<file path="src/rtl/dvi_matrix_pkg.sv">
// Shared types and defaults for the DVI-to-LED-matrix sampling path.
package dvi_matrix_pkg;

  typedef enum logic [1:0] {
    IDLE    = 2'd0,
    SYNC    = 2'd1,
    CAPTURE = 2'd2,
    HANDOFF = 2'd3
  } cap_state_t;

  typedef struct packed {
    logic [7:0] r;
    logic [7:0] g;
    logic [7:0] b;
  } rgb_t;

  // Default geometry: 720p input onto a 4x4 arrangement of 16x8 panels.
  localparam int DEF_H_ACTIVE = 1280;
  localparam int DEF_V_ACTIVE = 720;
  localparam int DEF_GRID_W   = 64;
  localparam int DEF_GRID_H   = 32;

  // Width needed to hold values 0..n-1, never less than one bit.
  function automatic int cw(input int n);
    return (n > 1) ? $clog2(n) : 1;
  endfunction

  // Increment that sticks at all-ones instead of wrapping.
  function automatic logic [7:0] sat_inc8(input logic [7:0] v);
    return (v == 8'hFF) ? v : v + 8'd1;
  endfunction

endpackage

</file>
<file path="src/rtl/dvi_cell_counter.sv">
// One axis of the sample grid: position within a cell (sub) and cell index
// (idx). The index stops at CELLS, so anything past the last cell reads as
// invalid until the next clear.
module dvi_cell_counter
  import dvi_matrix_pkg::*;
#(
  parameter int STEP  = 8,
  parameter int CELLS = 4,
  parameter int SW    = cw(STEP),
  parameter int IW    = cw(CELLS + 1)
) (
  input  logic          clk,
  input  logic          rst,
  input  logic          clr_i,
  input  logic          adv_i,
  output logic [SW-1:0] sub_o,
  output logic [IW-1:0] idx_o,
  output logic          valid_o
);

  logic [SW-1:0] sub_q, sub_d;
  logic [IW-1:0] idx_q, idx_d;

  assign sub_o   = sub_q;
  assign idx_o   = idx_q;
  assign valid_o = (idx_q < IW'(CELLS));

  // Next position: clear wins, otherwise step through the cell and roll
  // into the next one; frozen once past the last cell.
  always_comb begin
    sub_d = sub_q;
    idx_d = idx_q;
    if (clr_i) begin
      sub_d = '0;
      idx_d = '0;
    end else if (adv_i && valid_o) begin
      if (sub_q == SW'(STEP - 1)) begin
        sub_d = '0;
        idx_d = idx_q + 1'b1;
      end else begin
        sub_d = sub_q + 1'b1;
      end
    end
  end

  // Position registers.
  always_ff @(posedge clk) begin
    if (rst) begin
      sub_q <= '0;
      idx_q <= '0;
    end else begin
      sub_q <= sub_d;
      idx_q <= idx_d;
    end
  end

endmodule

</file>
<file path="src/rtl/dvi_frame_sample_ctrl.sv">
// Decimates each active DVI frame onto a GRID_W x GRID_H grid, writes the
// samples into one bank of a double-banked frame buffer and hands finished
// banks to the SPI transmitter.
//
// Transmitter handshake: tx_busy is looked at only in the single HANDOFF
// cycle. tx_start is a one-cycle pulse issued only if tx_busy was low in that
// cycle; tx_bank names the handed bank and holds until the next tx_start. If
// tx_busy was high the frame is dropped, counted, and its bank is reused.
module dvi_frame_sample_ctrl
  import dvi_matrix_pkg::*;
#(
  parameter int   H_ACTIVE = DEF_H_ACTIVE,
  parameter int   V_ACTIVE = DEF_V_ACTIVE,
  parameter int   GRID_W   = DEF_GRID_W,
  parameter int   GRID_H   = DEF_GRID_H,
  parameter logic VS_POL   = 1'b1,
  localparam int  AW       = $clog2(GRID_W * GRID_H) + 1
) (
  input  logic          clk,
  input  logic          rst,
  input  logic          enable,
  input  logic          pll_lock,
  input  logic          vs,
  input  logic          de,
  input  logic [23:0]   rgb,
  output logic          wr_en,
  output logic [AW-1:0] wr_addr,
  output logic [23:0]   wr_data,
  output logic          tx_start,
  output logic          tx_bank,
  input  logic          tx_busy,
  output logic          frame_err,
  output logic [7:0]    drop_cnt,
  output cap_state_t    dbg_state
);

  localparam int STEP_X       = H_ACTIVE / GRID_W;
  localparam int STEP_Y       = V_ACTIVE / GRID_H;
  localparam int CELLS        = GRID_W * GRID_H;
  localparam int GXW          = cw(GRID_W);
  localparam int GYW          = cw(GRID_H);
  localparam int XSW          = cw(STEP_X);
  localparam int YSW          = cw(STEP_Y);
  localparam int XIW          = cw(GRID_W + 1);
  localparam int YIW          = cw(GRID_H + 1);
  localparam int CW           = cw(CELLS + 1);
  localparam int LW           = 16;
  localparam int LINES_NEEDED = GRID_H * STEP_Y;

  cap_state_t    state_q;
  logic          vs_q, de_q;
  logic [LW-1:0] line_cnt_q, line_cnt_d;
  logic [CW-1:0] wr_cnt_q, wr_cnt_d;
  logic          frame_ok_q;
  logic          cap_bank_q;
  logic          wr_en_q, tx_start_q, tx_bank_q, frame_err_q;
  logic [AW-1:0] wr_addr_q;
  rgb_t          wr_data_q;
  logic [7:0]    drop_cnt_q;

  logic           vs_edge, de_fall, run, sample, frame_ok;
  logic [XSW-1:0] x_sub;
  logic [XIW-1:0] x_idx;
  logic           x_valid;
  logic [YSW-1:0] y_sub;
  logic [YIW-1:0] y_idx;
  logic           y_valid;

  assign vs_edge = (vs == VS_POL) && (vs_q != VS_POL);
  assign de_fall = de_q && !de;
  assign run     = enable && pll_lock;

  // Horizontal position is held at zero through blanking so the first active
  // pixel of every line is column 0.
  dvi_cell_counter #(
    .STEP (STEP_X),
    .CELLS(GRID_W),
    .SW   (XSW),
    .IW   (XIW)
  ) u_x_cnt (
    .clk    (clk),
    .rst    (rst),
    .clr_i  (!de || vs_edge),
    .adv_i  (de),
    .sub_o  (x_sub),
    .idx_o  (x_idx),
    .valid_o(x_valid)
  );

  // Vertical position steps once per completed line.
  dvi_cell_counter #(
    .STEP (STEP_Y),
    .CELLS(GRID_H),
    .SW   (YSW),
    .IW   (YIW)
  ) u_y_cnt (
    .clk    (clk),
    .rst    (rst),
    .clr_i  (vs_edge),
    .adv_i  (de_fall),
    .sub_o  (y_sub),
    .idx_o  (y_idx),
    .valid_o(y_valid)
  );

  // Centre pixel of each in-grid cell, only while actively capturing. The
  // vs_edge cycle itself belongs to no frame and is never sampled.
  assign sample = run && (state_q == CAPTURE) && !vs_edge && de &&
                  (x_sub == XSW'(STEP_X / 2)) && (y_sub == YSW'(STEP_Y / 2)) &&
                  x_valid && y_valid;

  // A frame is good when every line of the grid was seen and every cell got
  // exactly one sample.
  assign frame_ok = (line_cnt_q >= LW'(LINES_NEEDED)) && (wr_cnt_q == CW'(CELLS));

  // Per-frame line and write counters, restarted at every frame boundary.
  always_comb begin
    line_cnt_d = line_cnt_q;
    wr_cnt_d   = wr_cnt_q;
    if (vs_edge) begin
      line_cnt_d = '0;
      wr_cnt_d   = '0;
    end else begin
      if (de_fall && (line_cnt_q != '1)) line_cnt_d = line_cnt_q + 1'b1;
      if (sample && (wr_cnt_q != CW'(CELLS))) wr_cnt_d = wr_cnt_q + 1'b1;
    end
  end

  // Capture FSM with all outputs registered.
  always_ff @(posedge clk) begin
    if (rst) begin
      state_q     <= IDLE;
      vs_q        <= VS_POL;
      de_q        <= 1'b0;
      line_cnt_q  <= '0;
      wr_cnt_q    <= '0;
      frame_ok_q  <= 1'b0;
      cap_bank_q  <= 1'b0;
      wr_en_q     <= 1'b0;
      wr_addr_q   <= '0;
      wr_data_q   <= '0;
      tx_start_q  <= 1'b0;
      tx_bank_q   <= 1'b0;
      frame_err_q <= 1'b0;
      drop_cnt_q  <= '0;
    end else begin
      vs_q        <= vs;
      de_q        <= de;
      line_cnt_q  <= line_cnt_d;
      wr_cnt_q    <= wr_cnt_d;
      wr_en_q     <= sample;
      tx_start_q  <= 1'b0;
      frame_err_q <= 1'b0;
      if (sample) begin
        wr_addr_q <= {cap_bank_q, GYW'(y_idx), GXW'(x_idx)};
        wr_data_q <= rgb;
      end
      if (!run) begin
        state_q <= IDLE;
      end else begin
        case (state_q)
          IDLE:    state_q <= SYNC;
          SYNC:    if (vs_edge) state_q <= CAPTURE;
          CAPTURE: begin
            if (vs_edge) begin
              frame_ok_q <= frame_ok;
              state_q    <= HANDOFF;
            end
          end
          HANDOFF: begin
            state_q <= CAPTURE;
            if (frame_ok_q) begin
              if (!tx_busy) begin
                tx_start_q <= 1'b1;
                tx_bank_q  <= cap_bank_q;
                cap_bank_q <= ~cap_bank_q;
              end else begin
                drop_cnt_q <= sat_inc8(drop_cnt_q);
              end
            end else begin
              frame_err_q <= 1'b1;
            end
          end
          default: state_q <= IDLE;
        endcase
      end
    end
  end

  assign wr_en     = wr_en_q;
  assign wr_addr   = wr_addr_q;
  assign wr_data   = wr_data_q;
  assign tx_start  = tx_start_q;
  assign tx_bank   = tx_bank_q;
  assign frame_err = frame_err_q;
  assign drop_cnt  = drop_cnt_q;
  assign dbg_state = state_q;

endmodule
</file>
<file path="config.mk">
export PLATFORM = sky130hd
export DESIGN_NAME = dvi_frame_sample_ctrl
export DESIGN_NICKNAME = d
export VERILOG_FILES = /design/src/rtl/dvi_matrix_pkg.sv /design/src/rtl/dvi_cell_counter.sv /design/src/rtl/dvi_frame_sample_ctrl.sv
export SDC_FILE = /design/constraint.sdc
export NUM_CORES = 1
export LEC_CHECK = 0
export CORE_MARGIN = 2
export CORE_UTILIZATION = 47
export DETAILED_ROUTE_END_ITERATION = 8
export DONT_BUFFER_PORTS = 1
export GPL_TIMING_DRIVEN = 0
export SETUP_SLACK_MARGIN = 0.15
export SLEW_MARGIN = 30
export SYNTH_ARGS = -nofsm -noshare
export SYNTH_HDL_FRONTEND = slang
export SYNTH_SLANG_ARGS = --single-unit
</file>
<file path="constraint.sdc">
create_clock -name clk -period 2.7 [get_ports clk]
set_clock_uncertainty 0.15 [all_clocks]
set_input_delay 0.27 -clock clk [delete_from_list [all_inputs] [get_ports clk]]
set_output_delay 0.27 -clock clk [all_outputs]
set_load 0.1 [all_outputs]
</file>
==> impl_metrics.prom <==
# TYPE chip_impl_metric gauge
chip_impl_info{name="outcome",value="complete, no violations"} 1
chip_impl_info{name="layout_commonest_cell",value="sky130_fd_sc_hd__nand2_1"} 1
chip_impl_metric{name="largest_net_degree_at_the_start_of_global_routing",unit=""} 21
chip_impl_metric{name="die_w",unit="um"} 102
chip_impl_metric{name="setup_viol",unit=""} 0
chip_impl_metric{name="layout_min_cycle_time",unit="ns"} 2.47
chip_impl_metric{name="finalMaxSlewViolations",unit=""} 0
chip_impl_info{name="start_kind",value="flip-flop"} 1
chip_impl_info{name="synth_top_family_by_area",value="simple AND/OR/NAND/NOR gates"} 1
chip_impl_metric{name="critPathMaxStageDelay",unit="ns"} 0.58
chip_impl_metric{name="peakVddDrop",unit="mV"} 0.314
chip_impl_info{name="setup.worst_path.end_class",value="flip-flop"} 1
chip_impl_metric{name="synth_top_area_frac",unit=""} 0.467
chip_impl_metric{name="synth_seq_cells",unit=""} 105
chip_impl_metric{name="synth_xor_area_frac",unit=""} 0.0662
chip_impl_metric{name="placed_cell_area",unit="sq um"} 4670
chip_impl_metric{name="die-height",unit="um"} 102
chip_impl_metric{name="grt-ovfl-total",unit=""} 0
chip_impl_metric{name="cp_num_cells",unit=""} 6
chip_impl_metric{name="grt_pass1_wl",unit="um"} 16600
chip_impl_metric{name="p_leak",unit="uW"} 0.00171
chip_impl_metric{name="final-hold-violation-count",unit=""} 0
chip_impl_metric{name="drcViolationCount",unit=""} 0
chip_impl_metric{name="overall_routed_net_length",unit="um"} 10300
chip_impl_metric{name="worst_slew_pin_tran",unit="ns"} 1.03
chip_impl_metric{name="antennaDiodeCount",unit=""} 0
chip_impl_metric{name="synth_simple_gate_area_share",unit=""} 0.278
chip_impl_metric{name="placementRows",unit=""} 35
chip_impl_info{name="post-synth-top-area-cell",value="sky130_fd_sc_hd__dfxtp_1"} 1
chip_impl_metric{name="std_cell_core_area",unit="sq um"} 9280
chip_impl_metric{name="fp.dieArea",unit="sq um"} 10400
chip_impl_metric{name="cts-root-to-sink-buffers",unit=""} 2
chip_impl_metric{name="cts.htree.levels",unit=""} 3
chip_impl_metric{name="drt_iter0_drc",unit=""} 175
chip_impl_metric{name="max-cap-violations",unit=""} 0
chip_impl_metric{name="compound_cell_area_share_of_the_yosys_netlist",unit=""} 0.112
chip_impl_info{name="crit_type",value="flip-flop to flip-flop"} 1
chip_impl_metric{name="post_synth.cell_area_avg",unit="sq um"} 8.42
chip_impl_info{name="grt_setup_unrepaired",value="yes"} 1
chip_impl_metric{name="cts-buffers-inserted",unit=""} 9
chip_impl_metric{name="r2r.worst_path.cells",unit=""} 6
chip_impl_info{name="clock_tree.root_cell",value="sky130_fd_sc_hd__clkbuf_8"} 1
chip_impl_metric{name="yosys-mux-area-fraction",unit=""} 0.0156
chip_impl_metric{name="synth-adder-area-share",unit=""} 0.0306
chip_impl_metric{name="synth_seq_area_share",unit=""} 0.467
chip_impl_metric{name="synth_edf_count",unit=""} 0
chip_impl_metric{name="timing.critical_path.buf_inv",unit=""} 1
chip_impl_info{name="slowest_stage",value="sky130_fd_sc_hd__dfxtp_4"} 1
chip_impl_metric{name="vias",unit=""} 3800
chip_impl_info{name="min_path_type",value="input pin to flip-flop"} 1
chip_impl_metric{name="post_route_cells_drive_above_1_share",unit=""} 0.0794
chip_impl_metric{name="grt.total_usage",unit=""} 0.200
chip_impl_metric{name="ioPinCount",unit=""} 81
chip_impl_metric{name="start_util",unit=""} 0.485
chip_impl_metric{name="clk-insertion-delay-late",unit="ns"} 0.37
chip_impl_metric{name="first_global_vias",unit=""} 3506
chip_impl_info{name="synth_ff_type",value="sky130_fd_sc_hd__dfxtp_1"} 1
chip_impl_metric{name="layout-area-overhead-vs-synth",unit="%"} 15.2
chip_impl_metric{name="post-route-cell-area",unit="sq um"} 5180
chip_impl_metric{name="clkSlewWorstSetupHoldPaths",unit="ns"} 0.11
chip_impl_metric{name="synth-async-reset-ratio",unit=""} 0
chip_impl_metric{name="gp_weighted_congestion",unit=""} 0.847
chip_impl_metric{name="dpl.hpwl",unit="um"} 7280
chip_impl_info{name="critPathTopFamily",value="simple AND/OR/NAND/NOR gates"} 1
chip_impl_metric{name="count_of_mapped_cells_out_of_synthesis",unit=""} 534
chip_impl_metric{name="final_net_count",unit=""} 616
chip_impl_info{name="synth.area.top_cells",value="sky130_fd_sc_hd__dfxtp_1 47%, sky130_fd_sc_hd__nand2_1 8.4%, sky130_fd_sc_hd__a21oi_1 6.1%, sky130_fd_sc_hd__nor2_1 4.7%, sky130_fd_sc_hd__xnor2_1 4.3%"} 1
chip_impl_metric{name="synth_cell_type_count",unit=""} 45
chip_impl_info{name="tritoncts_clock_tree",value="built"} 1
chip_impl_metric{name="io_buffer_count",unit=""} 0
chip_impl_metric{name="grt_antenna_before_repair",unit=""} 0
chip_impl_metric{name="post-route-period-util",unit=""} 0.914
chip_impl_info{name="worstPathCellList",value="nand4b_1 -> buf_4 -> or3_4 -> or4b_4 -> or3_1 -> a21oi_1"} 1
chip_impl_metric{name="detail_route.wl_per_cell",unit="um"} 14.5
chip_impl_metric{name="path_max_fanout",unit=""} 7
chip_impl_metric{name="hold_path_depth",unit=""} 2
chip_impl_metric{name="max_freq",unit="MHz"} 405
chip_impl_metric{name="detail_route.first_pass.iterations",unit=""} 4
chip_impl_metric{name="yosysWarnings",unit=""} 0
chip_impl_metric{name="timing.hold.ws",unit="ns"} 0.0287
chip_impl_metric{name="synthesis.area",unit="sq um"} 4500
chip_impl_metric{name="post_detailed_route_via_to_cell_ratio",unit=""} 5.37
chip_impl_metric{name="slew_headroom",unit=""} 0.314
chip_impl_metric{name="critPathRequiredTime",unit="ns"} 2.85
chip_impl_metric{name="syn-num-nets",unit=""} 576
chip_impl_metric{name="clock_sinks",unit=""} 105
chip_impl_metric{name="arrival_time_reported_for_the_critical_path_endpoint",unit="ns"} 2.62
chip_impl_metric{name="ant_nets",unit=""} 0
chip_impl_metric{name="power-per-cell-area",unit="nW/um^2"} 506
chip_impl_info{name="layout.cells.most_common_list",value="101 x sky130_fd_sc_hd__nand2_1, 95 x sky130_fd_sc_hd__dfxtp_1, 56 x sky130_fd_sc_hd__nor2_1, 55 x sky130_fd_sc_hd__a21oi_1, 28 x sky130_fd_sc_hd__dlygate4sd3_1"} 1
power breakdown:
group / switching [uW] / leakage [uW] / internal, uW
clock: 592 / 0.0000991 / 364
combinational: 56.1 / 0.000761 / 46.8
sequential: 12.0 / 0.000852 / 1550
registers in the layout, summed over array words and instances, names as in the netlist, 2 cells and up:
| signal | count |
|---|---|
| u_y_cnt.sub_o | 5 |
| u_y_cnt.idx_o | 6 |
| line_cnt_q | 16 |
| dbg_state | 2 |
| wr_cnt_q | 12 |
| wr_addr | 12 |
| u_x_cnt.idx_o | 7 |
| drop_cnt | 8 |
| u_x_cnt.sub_o | 5 |
| wr_data | 24 |
final timing paths:
kind                     start             end  slack (ns)
setup / recovery  dbg_state[1]     wr_cnt_q[5]        0.23
hold / removal             rst  line_cnt_q[12]        0.03
setup reg to reg  dbg_state[1]     wr_cnt_q[5]        0.23
hold reg to reg     frame_ok_q       frame_err        0.33
cells in the mapped netlist (all sizes together) (2+ instances only):
master,instances
dfxtp,105
nand2,101
nor2,56
a21oi,55
xnor2,22
clkbuf,19
nand3,17
nand4,16
or3,13
xor2,12
ha,11
inv,11
o21ai,9
mux2i,7
nor3,7
nor4,7
a211oi,6
nand2b,6
nor2b,6
or4,6
a2111oi,4
and4,4
nor3b,4
or2,4
and3,3
o31ai,3
buf,2
nand4b,2
nor4b,2
per-layer routing:
metal / vias to the layer above / part of all wire / GRT usage
met5: - / 0 / 0
met4: 0 / 0.015 / 0.0667
met1: 1784 / 0.47 / 0.267
met2: 74 / 0.47 / 0.317
met3: 12 / 0.045 / 0.0506
li1: 1930 / - / -
cell families after synthesis:
group | count (synthesis)
adder cells (fa/ha/maj) | 11
AND/OR/NAND/NOR | 258
buffers and inverters | 33
flip-flops | 105
multiplexers | 7
AO/OA/AOI/OAI | 86
XOR/XNOR | 34
layout make-up:
type / count / area [sq um]
repair buffers: 30 / 295
inverters: 11 / 41.3
multi-input cells: 396 / 2270
fillers: 893 / 4100
clock buffers: 9 / 124
plain buffers: 21 / 101
flip-flops and latches: 105 / 2120
clock inverters: 7 / 66.3
well taps: 129 / 161
through the flow:
step	total power, uW	setup slack [ns]	cells	utilization	TNS (ns)
6_report	2620	0.231	708	0.558	0
5_1_grt	2730	0.132	708	0.558	0
4_1_cts	2650	0.163	708	0.557	0
3_5_place_dp	1670	-0.477	663	0.503	-5.38
3_3_place_gp	1670	-0.423	663	0.502	-4.41
2_1_floorplan	1650	0.214	534	-	0
timing repair:
item,in CTS,in global routing
endpoints found under the hold margin,31,0
setup buffers,1,1
hold buffers,28,0
gates resized for setup,6,9
endpoints found under the setup margin,44,32
cloned,0,0
(Power assumes the default switching activity.)
